File: config.mk
export PLATFORM = sky130hd
export DESIGN_NAME = rr_arbiter_onehot
export DESIGN_NICKNAME = d
export VERILOG_FILES = /design/src/rtl/rr_arbiter_onehot.sv
export SDC_FILE = /design/constraint.sdc
export NUM_CORES = 1
export LEC_CHECK = 0
export ABC_AREA = 1
export CAP_MARGIN = 5
export CORE_ASPECT_RATIO = 1.2
export CORE_UTILIZATION = 40
export CTS_CLUSTER_SIZE = 10
export DETAILED_ROUTE_END_ITERATION = 10
export GPL_ROUTABILITY_DRIVEN = 0
export PLACE_DENSITY = 0.64
export SYNTH_ARGS = -nofsm -noshare
export SYNTH_HDL_FRONTEND = slang
export SYNTH_SLANG_ARGS = --single-unit
File: constraint.sdc
create_clock -name i_clk -period 2.73 [get_ports i_clk]
set_clock_uncertainty 0.05 [all_clocks]
set_input_delay 0.546 -clock i_clk [delete_from_list [all_inputs] [get_ports i_clk]]
set_output_delay 0.546 -clock i_clk [all_outputs]
set_load 0.01 [all_outputs]
File: src/rtl/rr_arbiter_onehot.sv
// ---------------------------------------------------------------------------
// rr_arbiter_onehot
//   Registered round-robin arbiter with a valid/ready grant handshake.
//   The requester granted last becomes lowest priority on the next
//   arbitration, so every active requester is eventually served.
//   The grant vector is always onehot0 so it can drive a onehot-to-index
//   encoder directly.
//
// Parameters
//   WIDTH   : number of requesters (2..32, any value, not only powers of 2)
//
// Ports
//   i_clk   : clock, all state updates on the rising edge
//   i_rstn  : synchronous active-low reset
//   i_req   : request vector, any number of bits may be set
//   o_gnt   : registered onehot0 grant, nonzero exactly when o_valid=1
//   o_valid : grant outstanding
//   i_ready : consumer accepts the grant when o_valid && i_ready at an edge
// ---------------------------------------------------------------------------
module rr_arbiter_onehot #(
  parameter int WIDTH = 16
) (
  input  logic             i_clk,
  input  logic             i_rstn,
  input  logic [WIDTH-1:0] i_req,
  output logic [WIDTH-1:0] o_gnt,
  output logic             o_valid,
  input  logic             i_ready
);

  localparam int PW = (WIDTH > 1) ? $clog2(WIDTH) : 1;

  typedef enum logic [0:0] {
    IDLE  = 1'b0,
    GRANT = 1'b1
  } state_e;

  state_e           state_q, state_d;
  logic [WIDTH-1:0] gnt_q, gnt_d;
  logic [PW-1:0]    ptr_q, ptr_d;

  logic [PW-1:0]    gnt_idx_s;
  logic [PW-1:0]    next_ptr_s;
  logic [PW-1:0]    arb_ptr_s;
  logic [WIDTH-1:0] mask_s;
  logic [WIDTH-1:0] masked_s;
  logic [WIDTH-1:0] sel_s;

  // Isolate the lowest set bit; the result is onehot0 by construction.
  function automatic logic [WIDTH-1:0] lowest_set(input logic [WIDTH-1:0] v);
    return v & (~v + WIDTH'(1));
  endfunction

  // Encode the outstanding grant to an index. The grant is onehot0, so
  // OR-ing the indices of set bits yields exactly the granted index.
  always_comb begin
    gnt_idx_s = '0;
    for (int i = 0; i < WIDTH; i++) begin
      gnt_idx_s = gnt_idx_s | (gnt_q[i] ? PW'(i) : '0);
    end
  end

  // Pointer after accepting the current grant, wrapping explicitly so a
  // non-power-of-2 WIDTH never stores an out-of-range pointer.
  always_comb begin
    if (gnt_idx_s == PW'(WIDTH - 1)) begin
      next_ptr_s = '0;
    end else begin
      next_ptr_s = gnt_idx_s + PW'(1);
    end
  end

  // Masked/unmasked priority select. While a grant is outstanding the only
  // edge that can load a new grant is an accept, which must already use the
  // rotated pointer, so the GRANT state always arbitrates with next_ptr_s.
  always_comb begin
    if (state_q == GRANT) begin
      arb_ptr_s = next_ptr_s;
    end else begin
      arb_ptr_s = ptr_q;
    end
    for (int i = 0; i < WIDTH; i++) begin
      mask_s[i] = (PW'(i) >= arb_ptr_s);
    end
    masked_s = i_req & mask_s;
    if (|masked_s) begin
      sel_s = lowest_set(masked_s);
    end else begin
      sel_s = lowest_set(i_req);
    end
  end

  // Next-state, next-grant and pointer update.
  always_comb begin
    state_d = state_q;
    gnt_d   = gnt_q;
    ptr_d   = ptr_q;
    case (state_q)
      IDLE: begin
        if (|i_req) begin
          gnt_d   = sel_s;
          state_d = GRANT;
        end else begin
          gnt_d   = '0;
          state_d = IDLE;
        end
      end
      GRANT: begin
        if (i_ready) begin
          ptr_d = next_ptr_s;
          if (|i_req) begin
            gnt_d   = sel_s;
            state_d = GRANT;
          end else begin
            gnt_d   = '0;
            state_d = IDLE;
          end
        end else begin
          gnt_d   = gnt_q;
          state_d = GRANT;
        end
      end
      default: begin
        gnt_d   = '0;
        ptr_d   = '0;
        state_d = IDLE;
      end
    endcase
  end

  // State, grant and pointer registers with synchronous active-low reset.
  always_ff @(posedge i_clk) begin
    if (!i_rstn) begin
      state_q <= IDLE;
      gnt_q   <= '0;
      ptr_q   <= '0;
    end else begin
      state_q <= state_d;
      gnt_q   <= gnt_d;
      ptr_q   <= ptr_d;
    end
  end

  assign o_gnt   = gnt_q;
  assign o_valid = (state_q == GRANT);

endmodule

* Yosys cells after proc, flatten, opt, wreduce, memory -nomap -nowiden
Index checks and enable logic that the tools add are counted.
Word-level totals: memory bits (read-only) 0, memory bits (writable) 0, memories kept 0, bits in registers 21, latch bits 0
Operators by class: multipliers 0, $add $sub $neg 3, reduce and logical (&&, ||, !) cells 3, equality and inequality tests 2, shift operators 0, bitwise logic cells 20, div/mod/pow operators 0, magnitude comparators 16, multiplexer cells 24
Operators by type and width (count):
- AND 16 bit | 3
- 2-to-1 mux 16 bit | 3
- 2-to-1 mux 4 bit | 10
- adder 16 x 1 -> 16 bit, second input constant | 2
- >= comparator 4 bit, first input constant | 8
- NOT 16 bit | 2
- one-hot mux 16 bit (2 select lines) | 1
- OR reduction 16 bit | 2
- bitwise OR 4 bit | 7
- >= comparator 3 x 4 -> 1 bit, first input constant | 4
- 2-to-1 mux 3 bit | 4
- bitwise OR 3 bit | 3
- >= comparator 1 x 4 -> 1 bit, first input constant | 2
- >= comparator 2 x 4 -> 1 bit, first input constant | 2
- adder 4 x 1 -> 4 bit, second input constant | 1
- equality test 4 bit, second input constant | 1
- 2-to-1 mux 2 bit | 2
- bitwise OR 3 x 4 -> 4 bit | 1
- 2-to-1 mux 1 bit | 3
- bitwise OR 2 x 3 -> 3 bit | 1
- inequality test 2 bit, second input constant | 1
- bitwise OR 1 x 2 -> 2 bit | 1
- bitwise OR 2 bit | 1
- one-hot mux 1 bit (2 select lines) | 1
- other kinds (2) | 2

* Longest topological paths before layout
Gate-level depths: netlist of run 1.
depth after elaboration 27, depth in mapped cells 23, gate-level depth less buffers 22

* Least setup slack after synthesis of run 1
OpenSTA, ideal clock, no wires.
kind reg-to-reg, from register gnt_q[15], in the netlist o_gnt[15], to register gnt_q[8], in the netlist o_gnt[8], data required time 2548 ps, path buffers 1, cell stages (with the launch flop) 19, period minus slack after synthesis 2524 ps, arrival time 2341 ps, setup time 132 ps, path slack 206 ps, cells stage by stage dfxtp_1 nor2_2 nand2_1 nor2_2 inv_2 ha_1 or2_0 o21ai_0 nand3_1 nand2_1 nand3_1 nand2_1 nor2_4 inv_2 nor2_4 buf_2 nand3_1 nand3_1 a21oi_1
Between the ends: longest elaborated chain between the ends 14, elaborated cells on any way between the ends 31, those cells by class 2 x add/sub; 16 x order compare; 1 x eq/ne; 7 x mux; 4 x bitwise; 1 x reduce/logical
RTL lines:
- start: declaration | RTL line 39 | logic [WIDTH-1:0] gnt_q, gnt_d;
- start signal: assignment | RTL line 139 | gnt_q <= gnt_d;
- 2-to-1 mux 4 bit (*) | RTL line 59 | gnt_idx_s = gnt_idx_s | (gnt_q[i] ? PW'(i) : '0);
- bitwise OR 4 bit (*) | RTL line 59
- adder 4 x 1 -> 4 bit / equality test 4 bit (equally long branches) | RTL line 69, 66
- 2-to-1 mux 4 bit (*) | RTL line 66 | if (gnt_idx_s == PW'(WIDTH - 1)) begin
- net next_ptr_s[1] | RTL line 43 | logic [PW-1:0] next_ptr_s;
- 2-to-1 mux 4 bit (*) | RTL line 77 | if (state_q == GRANT) begin
- >= comparator 1 x 4 -> 1 bit (tied with other cells) | RTL line 83 | mask_s[i] = (PW'(i) >= arb_ptr_s);
- AND 16 bit (*) | RTL line 85 | masked_s = i_req & mask_s;
- NOT 16 bit | RTL line 51 | return v & (~v + WIDTH'(1));
- adder 16 x 1 -> 16 bit | RTL line 51
- AND 16 bit | RTL line 51
- 2-to-1 mux 16 bit (*) | RTL line 86 | if (|masked_s) begin
- 2-to-1 mux 16 bit (*) | RTL line 100, 111
- 2-to-1 mux 16 bit | RTL line 109 | if (i_ready) begin
- one-hot mux 16 bit (2 select lines) (*) | RTL line 98 | case (state_q)
Mark *: on every way through the listed nets, which the timed path passes. The rest lies on a longest branch. The select of a mux whose other input is x is not followed. A chain may end at the register's enable or synchronous reset.

* Final worst setup path of run 1
from register gnt_q[15], in the netlist o_gnt[15], to register gnt_q[13], in the netlist o_gnt[13]
Between the ends: longest elaborated chain between the ends 14, elaborated cells on any way between the ends 31, those cells by class 2 x add/sub; 16 x order compare; 1 x eq/ne; 7 x mux; 4 x bitwise; 1 x reduce/logical
RTL lines (RTL line):
- 2-to-1 mux 4 bit (*) | 59
- bitwise OR 4 bit (*) | 59
- adder 4 x 1 -> 4 bit / equality test 4 bit (equally long branches) | 69, 66
- 2-to-1 mux 4 bit (*) | 66
- 2-to-1 mux 4 bit (*) | 77
- >= comparator 1 x 4 -> 1 bit (tied with other cells) | 83
- AND 16 bit (*) | 85
- NOT 16 bit | 51
- adder 16 x 1 -> 16 bit | 51
- AND 16 bit | 51
- 2-to-1 mux 16 bit (*) | 86
- 2-to-1 mux 16 bit (*) | 100, 111
- 2-to-1 mux 16 bit | 109
- one-hot mux 16 bit (2 select lines) (*) | 98
Every way passes the cells marked *; elsewhere a longest branch is shown, timed or not. The select of a mux whose other input is x is not followed.

==> results of run 1 <==
[cell usage in the layout, fill, tap and decap left out, types with 3 or more instances in the layout]
cell / count
nor2_1: 23
a21oi_1: 15
nand3_2: 13
clkbuf_8: 3
nand2_1: 78
inv_1: 25
buf_6: 3
a21oi_2: 3
buf_4: 41
nor2_2: 12
inv_2: 9
nand4_1: 11
clkdlybuf4s50_1: 35
o21ai_0: 4
dfxtp_2: 4
dfxtp_1: 14
nand2_2: 10
nand3_1: 38
nor2_4: 8
nand2_4: 4
dfxtp_4: 3
[how the worst max path moves through the flow]
stage	start	end	slack (ns)	cells after the start
after global placement	i_req[0]	o_gnt[6]	-0.16	15
after floorplan	o_gnt[15]	o_gnt[8]	0.21	18
after CTS	i_req[0]	o_gnt[6]	0.007	15
final	o_gnt[15]	o_gnt[13]	0.11	20
after global routing	o_gnt[15]	o_gnt[9]	-0.06	17
after detailed placement	i_req[0]	o_gnt[6]	-0.25	15
[logic make-up after synthesis]
family / synth area share
fa+ha+maj: 0.00703
buf+inv: 0.0985
compound gates: 0.0795
flops: 0.236
simple gates: 0.579
[worst register-to-register path: stages, from the launching register on]
cell     delay [ns]
dfxtp_4        0.37
nor2_4         0.09
nand4_1        0.21
buf_4          0.21
buf_4          0.13
inv_1          0.06
nand3_1        0.13
nand2_1        0.13
nand2_1        0.09
nand2_1        0.06
nand2_1        0.08
nand2_1        0.11
nand2_2        0.07
inv_2          0.07
nand2_4        0.06
nor2_8         0.12
buf_6          0.14
nand3_2        0.08
nand2_2        0.08
nand2_2        0.05
a21oi_2        0.13
[Yosys cell counts (all sizes together)]
cell / instances
nand2: 92
nand3: 52
nand4: 12
nor4: 1
clkinv: 2
a21oi: 18
nor3: 3
dfxtp: 21
buf: 4
nand3b: 2
nor2: 44
nor3b: 1
ha: 1
o21ai: 8
clkbuf: 2
or2: 3
inv: 34
[final cells by class]
cell class,count,share of cell area
Clock buffer,3,0.0148
Sequential cell,21,0.157
Tap cell,56,0.0251
Inverter,36,0.0485
Timing Repair Buffer,79,0.248
Multi-Input combinational cell,238,0.505
Clock inverter,1,0.00179
[registers in the layout, indices dropped and copies added (netlist names)]
register and cells:
ptr_q 4, o_gnt 16, o_valid 1
[power by group through the flow]
stage          clock network, uW  registers, uW  logic [uW]
2_1_floorplan                  0            340         217
3_3_place_gp                   0            335         362
3_5_place_dp                   0            335         364
4_1_cts                      209            328         377
5_1_grt                      221            330         482
6_report                     202            328         440
[timing repair]
item / 4_1_cts / 5_1_grt
buffers inserted: 2 / 9
endpoints found under the setup margin: 15 / 17
gates resized for setup: 6 / 60
hold buffers: 0 / 0
pin swaps: 3 / 30
cloned: 0 / 1
[per-stage QoR]
stage	power [uW]	std cells	setup TNS (ns)	setup slack, ns	cell area, um^2
floorplan	557	300	0	0.206	1780
global placement	698	418	-1.34	-0.164	2410
detailed placement	699	418	-2.22	-0.254	2410
CTS	914	424	0	0.00669	2500
global route	1030	434	-0.591	-0.0629	2790
finish	970	434	0	0.115	2790
[per-layer routing]
| metal | GRT usage | part of all wire | vias up |
|---|---|---|---|
| met5 | 0 | 0 | - |
| met4 | 0.0982 | 0.035 | 0 |
| met3 | 0.0182 | 0.030 | 14 |
| met2 | 0.385 | 0.49 | 64 |
| met1 | 0.298 | 0.44 | 944 |
| li1 | - | - | 1133 |
==> run metrics, run 1 <==
status=complete, no violations; Die Y=75.1 um; DRC Markers=0; worst hold margin=0.439 ns; period utilisation layout=0.958; Post-Route WL=5480 um; number of global-route vias before repair=1,905; CTS tree=built; Netlist cell types=29; DR WL/cell=12.6 um; Finish-stage setup viols=0; critical path's most frequent cell=nand2_1; vias=2,155; area grow syn2layout=56.8%; Skew-Pair Late Insertion Delay=0.26 ns; Buffers on Ports=35; hold depth=2; highest clock rate=382 MHz; Reg2Reg Capture Point=o_gnt[13]; Top delay family on crit path=simple AND/OR/NAND/NOR gates; Max stage delay on crit path=0.37 ns; DPL Wire Length=4150 um; diode count=0; synthesized area per cell=5.93 um^2; sequential power share=0.339; Initial Util=0.417; Hold Path Sink=o_gnt[4]; Hold WC Path Type=register to register; net load switching power=364 uW; CP max stage cell=dfxtp_4; CP max FO=6; register area=437 um^2; Synth Cell Area=1780 um^2; worst-case vdd ir drop=0.173 mV; Synth Warn #=0; largest net degree at the start of global routing=18; clk slew on worst S/H paths=0.07 ns; MaxCap Viol Count=0; Post-Syn Instances=300; P_leak=0.00129 uW; crit-path cells=nor2_4, nand4_1, buf_4, buf_4, inv_1, nand3_1, nand2_1, nand2_1, nand2_1, nand2_1, nand2_1, nand2_2, inv_2, nand2_4, nor2_8, buf_6, nand3_2, nand2_2, nand2_2, a21oi_2; CTS Buffer Depth=2; # rows=26; Switching Fraction=0.376; share of cells above drive strength 1=0.341; Synth Register Bits=21; min Tclk post-route=2.62 ns; Startpoint Class=register; DIE WIDTH=62.9 um; antenna viol nets, final=0; Slew Limit Fails=0; fin util=0.654; worst rel slew slack=0.663; Comb power frac=0.453; CP bufs+invs=5; Post-layout nets=399; WS Path Type=register to register; WP data required=2.85 ns; CP endpoint kind=register; die footprint=4720 um^2; RSZ-0062 raised after global routing=yes; CTS Buf Count=3; Final Hold Fails=0; Clock power frac=0.208; share of the synthesized area in the top cell type=0.236; post-synthesis sequential area ratio=0.236; Via-to-Cell Ratio=4.97; Sink Count=21; initial antenna violation count=0; Area contributors post-synth=dfxtp_1, nand2_1, nand3_1, nor2_1, inv_1; Multi-input gate area=1410 um^2; critical hold path startpoint=o_gnt[4]; PD cells=348 nW/um^2; first-pass GRT wire length=8520 um; GR Overflow Total=0; GRT Total Usage=0.227; H-tree levels=1; fillers=434; initial drt markers=88; Internal Dissipation=606 uW; Root Driver=clkbuf_8; reg2reg start=o_gnt[15]; # IOs=36; Synth area leader=dfxtp_1; setup slack, reg-to-reg=0.11 ns; Core Footprint=4260 um^2; Slew @ Worst Pin=0.502 ns; Post-Syn Nets=320; Reg2Reg Depth=20; Arrival @ worst endpoint=2.74 ns; first-pass iteration count of the detailed router=4
Power figures use the tool's default switching activity.
==> run 2: changes to the inputs <==
--- a/config.mk
+++ b/config.mk
@@ -12,6 +12,7 @@
 export CTS_CLUSTER_SIZE = 10
 export DETAILED_ROUTE_END_ITERATION = 10
 export GPL_ROUTABILITY_DRIVEN = 0
+export MAX_ROUTING_LAYER = met4
 export PLACE_DENSITY = 0.64
 export SYNTH_ARGS = -nofsm -noshare
 export SYNTH_HDL_FRONTEND = slang
==> run 2 against run 1 <==
Non-clock buffer count fell by 1; maximum frequency decreased by 0.22%; critical path depth is the same; routed wire length up 0.37%; flip-flop and latch count stayed put; first-iteration DRC count rose by 13%; worst setup slack worse by 0.0058 ns; critical path type unchanged; critical endpoint unchanged; highest routed layer unchanged.
==> run metrics, run 2 (synthesis gave the netlist of run 1 again) <==
Startpoint Class=register (unchanged); Top delay family on crit path=simple AND/OR/NAND/NOR gates (unchanged); highest clock rate=382 MHz (about the same); die footprint=4720 um^2 (unchanged); post-placement cell area=2410 um^2 (unchanged); vias=2,159 (was 2,155); Core Footprint=4260 um^2 (unchanged); first-pass iteration count of the detailed router=4 (unchanged); diode count=0 (unchanged); worst rel slew slack=0.661 (was 0.663); CTS Buffer Depth=2 (unchanged); Post-Route WL=5500 um (was 5480 um); P_leak=0.00128 uW (was 0.00129 uW); area grow syn2layout=55.9% (was 56.8%); Via-to-Cell Ratio=4.99 (was 4.97); Sink Count=21 (unchanged); Arrival @ worst endpoint=2.75 ns (was 2.74 ns); Skew-Pair Late Insertion Delay=0.25 ns (was 0.26 ns); first-pass GRT wire length=8510 um (was 8520 um); Max stage delay on crit path=0.37 ns (about the same); CTS tree=built (unchanged); H-tree levels=1 (unchanged); met1 usage=0.296 (was 0.298); met2 usage=0.385 (unchanged); Placed Cells=418 (unchanged); CP endpoint kind=register (unchanged); Finished Layout Cells=433 (was 434); Final Hold Fails=0 (unchanged); GR Overflow Total=0 (unchanged); status=complete, no violations (unchanged); critical path's most frequent cell=nand2_1 (unchanged); GRT busiest layer=met2 (unchanged); Hold WC Path Type=register to register (unchanged); share of cells above drive strength 1=0.337 (was 0.341); DRC Markers=0 (unchanged); MaxCap Viol Count=0 (unchanged); CP max stage cell=dfxtp_4 (unchanged); design area=2770 um^2 (was 2790 um^2); Slew @ Worst Pin=0.505 ns (was 0.502 ns); most common cell after layout, fill and taps aside=nand2_1 (unchanged); largest net degree at the start of global routing=18 (unchanged); PD cells=349 nW/um^2 (was 348 nW/um^2); crit-path cells=nor2_4, nand4_1, buf_4, buf_4, inv_1, nand3_1, nand2_1, nand2_1, nand2_1, nand2_1, nand2_1, nand2_2, inv_2, nand2_4, nor2_8, buf_6, nand3_2, nand2_2, nand2_2, a21oi_2 (unchanged); Root Driver=clkbuf_8 (unchanged); DPL Wire Length=4150 um (unchanged); GRT Total Usage=0.234 (was 0.227); CP bufs+invs=5 (unchanged); # rows=26 (unchanged); clk slew on worst S/H paths=0.08 ns (was 0.07 ns); min Tclk post-route=2.62 ns (about the same); Die Y=75.1 um (unchanged); Slew Limit Fails=0 (unchanged); Post-layout nets=398 (was 399); number of global-route vias before repair=1,908 (was 1,905); DIE WIDTH=62.9 um (unchanged); Initial Util=0.417 (unchanged); setup slack, reg-to-reg=0.11 ns (about the same); # IOs=36 (unchanged); worst-case vdd ir drop=0.174 mV (was 0.173 mV); most frequent cells in the layout=nand2_1, buf_4, nand3_1 (unchanged); RSZ-0062 raised after global routing=yes (unchanged); CP max FO=6 (unchanged); TNS Setup=0 ns (unchanged); DR WL/cell=12.7 um (was 12.6 um); initial drt markers=99 (was 88); Buffers on Ports=35 (unchanged); initial antenna violation count=0 (unchanged); Finish-stage setup viols=0 (unchanged); fillers=435 (was 434); WS Path Type=register to register (unchanged); max FFs per register=16 (unchanged); met3 usage=0.0182 (unchanged); hold buffers post-CTS=0 (unchanged); WP data required=2.86 ns (was 2.85 ns); antenna viol nets, final=0 (unchanged); CTS Buf Count=3 (unchanged); period utilisation layout=0.960 (was 0.958)
[run 2: what timing repair did]
item / CTS / global route
endpoints found under the setup margin: 15 / 17
pin swaps: 3 / 30
buffers inserted: 2 / 8
gates resized for setup: 6 / 58
gates cloned: 0 / 1
[run 2: power by group]
| part | switching [uW] | internal [uW] | total [uW] |
|---|---|---|---|
| logic | 252 | 185 | 437 |
| registers | 11.2 | 318 | 329 |
| clock network | 100 | 101 | 202 |
[run 2: tightest hold or removal path: cells and delay by family (launching register included)]
kind	cells	cell delay, ns
flip-flops	1	0.33
AND/OR/NAND/NOR	1	0.06
AO/OA/AOI/OAI	1	0.06
[run 2: layout make-up]
| cell class | instances | area [um^2] | area share |
|---|---|---|---|
| multi-input combinational | 238 | 1400 | 0.506 |
| timing repair buffer | 78 | 684 | 0.247 |
| sequential | 21 | 434 | 0.157 |
| inverter | 36 | 135 | 0.0487 |
| tap | 56 | 70.1 | 0.0253 |
| clock buffer | 3 | 41.3 | 0.0149 |
| clock inverter | 1 | 5.00 | 0.00180 |
[run 2: worst paths after layout]
path / cells past startpoint / endpoint / start
worst max-delay path: 20 / o_gnt[13] / o_gnt[15]
worst min register to register: 2 / o_gnt[4] / o_gnt[4]
worst min-delay path: 2 / o_gnt[4] / o_gnt[4]
worst max register to register: 20 / o_gnt[13] / o_gnt[15]
[run 2: stage by stage]
stage	util	total power [uW]	worst slack, ns	hold WS (ns)
finish	0.651	968	0.109	0.439
global route	0.651	1030	-0.0623	0.466
CTS	0.586	914	0.00669	0.439
detailed placement	0.565	699	-0.254	0.419
global placement	0.565	698	-0.164	0.412
floorplan	-	557	0.206	0.400
[run 2: routing by layer]
metal  vias up  part of all wire
met5         -                 0
met4         0             0.034
met3        16             0.032
met2        72              0.49
met1       938              0.44
li1       1133                 -
